File: src/rtl/div_pkg.sv
// Shared definitions for the signed divider: the FSM state encoding and the
// default operand width.
package div_pkg;

  localparam int unsigned DEFAULT_WIDTH = 32;

  typedef enum logic [1:0] {
    IDLE = 2'd0,
    ITER = 2'd1,
    FIX  = 2'd2,
    DONE = 2'd3
  } state_t;

endpackage

File: src/rtl/div_addsub.sv
// W-bit adder/subtractor used by the divider for both the non-restoring
// iteration step and the final remainder restore.
// Ports:
//   a, b : operands
//   sub  : 1 = a - b (b inverted, carry-in 1), 0 = a + b
//   y    : result (wraps modulo 2^W)
module div_addsub #(
  parameter int unsigned W = 33
) (
  input  logic [W-1:0] a,
  input  logic [W-1:0] b,
  input  logic         sub,
  output logic [W-1:0] y
);

  assign y = a + (b ^ {W{sub}}) + W'(sub);

endmodule

File: src/rtl/signed_divider.sv
// Multi-cycle signed two's-complement divider, truncating toward zero.
// Operand magnitudes are divided with WIDTH non-restoring iterations (one
// quotient bit per cycle), the remainder is restored and signs corrected in
// FIX, and results are published together with a one-cycle done pulse.
// Ports:
//   clk, rst_n          : clock, asynchronous active-low reset
//   start               : begin a division (accepted only while busy=0)
//   dividend, divisor   : signed operands, captured on the accepting edge
//   busy                : operation in progress (through the done cycle)
//   done                : one-cycle pulse, results valid
//   quotient, remainder : signed results, held until the next done
//   div_by_zero         : set with done when the divisor was zero
// Build option: define DIV_ZERO_FASTPATH_EN to finish divide-by-zero
// operations directly from IDLE to DONE, skipping ITER and FIX.
module signed_divider
  import div_pkg::*;
#(
  parameter int unsigned WIDTH = DEFAULT_WIDTH
) (
  input  logic             clk,
  input  logic             rst_n,
  input  logic             start,
  input  logic [WIDTH-1:0] dividend,
  input  logic [WIDTH-1:0] divisor,
  output logic             busy,
  output logic             done,
  output logic [WIDTH-1:0] quotient,
  output logic [WIDTH-1:0] remainder,
  output logic             div_by_zero
);

  localparam int unsigned CW = (WIDTH > 1) ? $clog2(WIDTH) : 1;

  state_t           state;
  logic [CW-1:0]    cnt;
  logic [WIDTH:0]   p;        // signed partial remainder
  logic [WIDTH-1:0] q;        // dividend magnitude shifting out, quotient bits in
  logic [WIDTH-1:0] b;        // divisor magnitude
  logic             sign_a;
  logic             sign_b;
  logic             dz;
  logic [WIDTH-1:0] res_q;
  logic [WIDTH-1:0] res_r;

  logic             accept_c;
  logic [WIDTH-1:0] mag_a_c;
  logic [WIDTH-1:0] mag_b_c;
  logic [WIDTH:0]   add_a_c;
  logic [WIDTH:0]   add_b_c;
  logic             add_sub_c;
  logic [WIDTH:0]   sum_c;
  logic [WIDTH-1:0] r_mag_c;

  // Operand magnitudes; -2^(WIDTH-1) negates to itself, read as unsigned 2^(WIDTH-1).
  always_comb begin
    accept_c = start & ~busy;
    mag_a_c  = dividend[WIDTH-1] ? WIDTH'(-dividend) : dividend;
    mag_b_c  = divisor[WIDTH-1]  ? WIDTH'(-divisor)  : divisor;
  end

  // Shared adder: shifted remainder +/- divisor in ITER, remainder + divisor in FIX.
  always_comb begin
    add_b_c = {1'b0, b};
    if (state == FIX) begin
      add_a_c   = p;
      add_sub_c = 1'b0;
    end else begin
      add_a_c   = {p[WIDTH-1:0], q[WIDTH-1]};
      add_sub_c = ~p[WIDTH];
    end
    r_mag_c = p[WIDTH] ? sum_c[WIDTH-1:0] : p[WIDTH-1:0];
  end

  div_addsub #(
    .W (WIDTH + 1)
  ) u_addsub (
    .a   (add_a_c),
    .b   (add_b_c),
    .sub (add_sub_c),
    .y   (sum_c)
  );

  // Control FSM, datapath registers and registered outputs.
  always_ff @(posedge clk or negedge rst_n) begin
    if (!rst_n) begin
      state       <= IDLE;
      cnt         <= '0;
      p           <= '0;
      q           <= '0;
      b           <= '0;
      sign_a      <= 1'b0;
      sign_b      <= 1'b0;
      dz          <= 1'b0;
      res_q       <= '0;
      res_r       <= '0;
      busy        <= 1'b0;
      done        <= 1'b0;
      quotient    <= '0;
      remainder   <= '0;
      div_by_zero <= 1'b0;
    end else begin
      case (state)
        IDLE: begin
          if (done) begin
            // Closing cycle of an operation; start here is ignored.
            done <= 1'b0;
            busy <= 1'b0;
          end else if (accept_c) begin
            busy   <= 1'b1;
            sign_a <= dividend[WIDTH-1];
            sign_b <= divisor[WIDTH-1];
            dz     <= (divisor == '0);
            p      <= '0;
            q      <= mag_a_c;
            b      <= mag_b_c;
            cnt    <= '0;
`ifdef DIV_ZERO_FASTPATH_EN
            if (divisor == '0) begin
              res_q <= '1;
              res_r <= dividend;
              state <= DONE;
            end else begin
              state <= ITER;
            end
`else
            state <= ITER;
`endif
          end
        end
        ITER: begin
          p   <= sum_c;
          q   <= {q[WIDTH-2:0], ~sum_c[WIDTH]};
          cnt <= cnt + CW'(1);
          if (cnt == CW'(WIDTH - 1)) begin
            state <= FIX;
          end
        end
        FIX: begin
          // Zero quotient negates to zero, so its sign follows automatically.
          res_q <= dz ? '1 : ((sign_a ^ sign_b) ? WIDTH'(-q) : q);
          res_r <= sign_a ? WIDTH'(-r_mag_c) : r_mag_c;
          state <= DONE;
        end
        DONE: begin
          quotient    <= res_q;
          remainder   <= res_r;
          div_by_zero <= dz;
          done        <= 1'b1;
          state       <= IDLE;
        end
        default: state <= IDLE;
      endcase
    end
  end

endmodule

File: config.mk
export PLATFORM = sky130hd
export DESIGN_NAME = signed_divider
export DESIGN_NICKNAME = d
export VERILOG_FILES = /design/src/rtl/div_pkg.sv /design/src/rtl/div_addsub.sv /design/src/rtl/signed_divider.sv
export SDC_FILE = /design/constraint.sdc
export NUM_CORES = 1
export LEC_CHECK = 0
export BUFFER_PORTS_ARGS = -buffer_cell sky130_fd_sc_hd__buf_2
export CAP_MARGIN = 25
export CORE_AREA = 2 2 189 191
export CTS_CLUSTER_DIAMETER = 50
export DETAILED_ROUTE_END_ITERATION = 6
export DIE_AREA = 0 0 191 193
export PLACE_DENSITY_LB_ADDON = 0.25
export SLEW_MARGIN = 20
export SYNTH_ARGS = -nofsm -noshare
export SYNTH_HDL_FRONTEND = slang
export SYNTH_HIERARCHICAL = 1
export SYNTH_SLANG_ARGS = --single-unit
File: constraint.sdc
create_clock -name clk -period 16.82 [get_ports clk]
set_input_delay 3.364 -clock clk [delete_from_list [all_inputs] [get_ports clk]]
set_output_delay 3.364 -clock clk [all_outputs]
set_load 0.01 [all_outputs]
==> summary.txt <==
Run
  – Max Cap Violations: 0

Layout
  – Area growth from synthesis to layout: 12.7%
  – Most common cell after layout, fill and taps aside: dfrtp_1
  – Share of layout cells above drive strength 1: 0.207
  – Non-Filler Instances: 2176
  – Net count, final: 1804
  – Fillers: 3318
  – Most frequent cells in the layout: dfrtp_1 (237), buf_2 (132), nand2_1 (131), mux2_2 (123), nor2_1 (106)

Logic synthesis
  – Ys flop type: dfrtp_1
  – Yosys reg bits: 238
  – Syn Inst Count: 1624
  – Sequential cell area fraction in the yosys report: 0.385
  – Synthesized area per cell: 9.52 um^2
  – Number of synthesized flops with an enable pin: 0
  – Unique cell type count in the Yosys netlist: 82
  – Synth Net Count: 1733
  – Mapped Area: 15500 um^2
  – Synthesis Warnings: 6
  – Post-synthesis async set-or-reset flop share: 1.00

Die
  – Die area: 36900 um^2
  – Starting density of the core: 0.442
  – Die Wd: 191 um
  – DIE HEIGHT: 193 um
  – Row count: 69
  – # IOs: 134
  – Core area: 35000 um^2

Status
  – Failing checks: DRC
  – Status: finished with violations

Global routing
  – Grt total ovfl: 0
  – Vias in the first global route: 11600
  – First-pass GRT wire length: 63900 um
  – Antenna violations before repair: 0
  – Pin count of the biggest net entering global routing: 107
  – GRT Overall Usage: 0.214

Critical path
  – Worst Path Buf+Inv: 3
  – Worst setup EP type: flop
  – CP top delay family: simple AND/OR/NAND/NOR gates
  – Worst EP arrival: 6.13 ns
  – Crit path required time: 17.31 ns
  – Crit-path cells: inv_1 -> ha_4 -> nor2_4 -> buf_12 -> xor2_1 -> inv_1 -> fa_1 -> nand2b_1 -> a21oi_1 -> o2111ai_1 -> a31oi_1 -> nand2b_1 -> a31oi_1 -> xnor2_1 -> or3b_1 -> a222oi_1 -> nand4_1 -> or4_1 -> nand3_1
  – Slowest-stage cell, CP: or4_1
  – Critical Path Source Type: flop
  – Worst Path Max Fanout: 29
  – Setup Crit Path Kind: reg -> reg
  – CP max stage delay: 0.63 ns

Clock network
  – TritonCTS clock tree: done
  – CTS max path bufs: 3
  – TritonCTS Buffers: 27
  – Post-CTS setup buffer count: 0
  – Post-CTS sizing: 0
  – Post-CTS Hold Fix Bufs: 0
  – Clock Pin Slew Worst Setup and Hold Paths: 0.06 ns
  – Worst skew pair latency: 0.56 ns
  – Root buffer cell: clkbuf_16
  – Clk sinks: 238
  – H-Tree Depth: 1

Timing
  – Setup tns final: 0 ns
  – Actual slew at the worst max-slew pin: 1.03 ns
  – Layout Skew: 0.0130 ns
  – Endpoints failing hold: 0
  – Fin crit share: 0.335
  – Slew Limit Headroom: 0.313
  – Slew Limit Fails: 0
  – RSZ-0062 raised after global routing: no
  – Final min period: 5.63 ns
  – Final setup vio count: 0
  – Fmax: 0.177 GHz

Placed design
  – Routability cong.: 0.893
  – IO buf count: 133
  – Dpl cells: 2127
  – Post-DP HPWL: 29500 um

Detailed routing
  – Via/cell ratio: 5.74
  – Drt pass-1 iters: 7
  – DR vias: 12500
  – Detailed-route wire length: 39500 um
  – Routed Antenna Nets: 0
  – Routed wire length per instance: 18.1 um
  – DR DRC count: 3
  – Initial DRC Count: 1004

Worst hold path
  – Hold/Removal Path Class: reg -> reg
==> layer usage <==
metal	GRT usage	share of wire
met1	0.350	0.52
met2	0.298	0.40
met3	0.0228	0.056
met4	0.0447	0.017
met5	0	0
==> state kept, by name, summed over array words and instances (netlist names) <==
signal	flops
quotient	32
busy	1
cnt	5
p	33
res_q	32
b	32
done	1
sign_b	1
sign_a	1
remainder	32
q	32
div_by_zero	1
res_r	32
dz	1
state	2
==> logic make-up after synthesis <==
family	share of synthesized area
multiplexers	0.114
other	0.000243
AO/OA/AOI/OAI	0.190
AND/OR/NAND/NOR	0.153
buffers and inverters	0.0362
flip-flops	0.385
XOR/XNOR	0.0878
adder cells (fa/ha/maj)	0.0345
==> synthesized netlist by cell type, types with 8 or more instances <==
cell type | number | area (um^2)
or4_1 | 17 | 128
ha_1 | 41 | 513
clkbuf_1 | 80 | 300
nand4_1 | 11 | 68.8
o221ai_1 | 11 | 96.3
and3_1 | 10 | 62.6
inv_1 | 32 | 120
a22oi_1 | 8 | 60.1
a31oi_1 | 30 | 188
a21o_1 | 19 | 143
dfrtp_1 | 238 | 5960
mux2i_1 | 37 | 370
o211ai_1 | 12 | 90.1
o31ai_1 | 25 | 188
nand2b_1 | 11 | 68.8
or3_1 | 27 | 169
nor2_1 | 108 | 405
a41oi_1 | 11 | 96.3
nand2_1 | 131 | 492
xnor2_1 | 66 | 578
o41ai_1 | 11 | 96.3
nor4_1 | 12 | 75.1
nand3_1 | 27 | 135
nor3b_1 | 9 | 67.6
a22o_1 | 41 | 359
and2_1 | 8 | 50.1
or3b_1 | 9 | 78.8
mux2_2 | 123 | 1390
a21oi_1 | 81 | 405
nor3_1 | 46 | 230
buf_2 | 9 | 45.0
buf_1 | 11 | 41.3
o21ai_0 | 101 | 505
xor2_1 | 89 | 780
==> tightest hold or removal path, cell delays in order, from the launching register on <==
cell	delay (ns)
dfrtp_1	0.34
nand2_1	0.05
o31ai_1	0.06
==> path summary, 6_finish.rpt <==
kind / from / endpoint / slack [ns] / cells after the start
setup / recovery: state[0] / res_r[24] / 11.19 / 19
hold / removal: res_r[18] / res_r[18] / 0.49 / 2
setup reg to reg: state[0] / res_r[24] / 11.19 / 19
hold reg to reg: res_r[18] / res_r[18] / 0.49 / 2
max in group asynchronous: rst_n / p[32] / 12.49 / 2
min in group asynchronous: rst_n / b[9] / 2.84 / 1
==> area by class of cell <==
class | instances | area, um^2 | area share
Antenna cell | 1 | 2.50 | 0.000144
Clock buffer | 33 | 728 | 0.0418
Clock inverter | 15 | 258 | 0.0148
Inverter | 33 | 124 | 0.00711
Multi-Input combinational cell | 1248 | 8990 | 0.516
Sequential cell | 238 | 5960 | 0.342
Tap cell | 461 | 577 | 0.0331
Timing Repair Buffer | 147 | 793 | 0.0455
==> metrics by stage <==
step	instance area (um^2)	utilization	hold slack [ns]	setup WS (ns)
5_1_grt	17400	0.498	0.507	10.75
4_1_cts	17400	0.498	0.490	11.19
6_report	17400	0.498	0.487	11.19
3_5_place_dp	16400	0.470	0.474	11.22
3_3_place_gp	16400	0.469	0.463	11.00
2_1_floorplan	15500	-	0.446	11.45
Power is left out: the tool's default activity adds up to more than one toggle a clock period on the data nets, which glitch-free logic cannot reach.
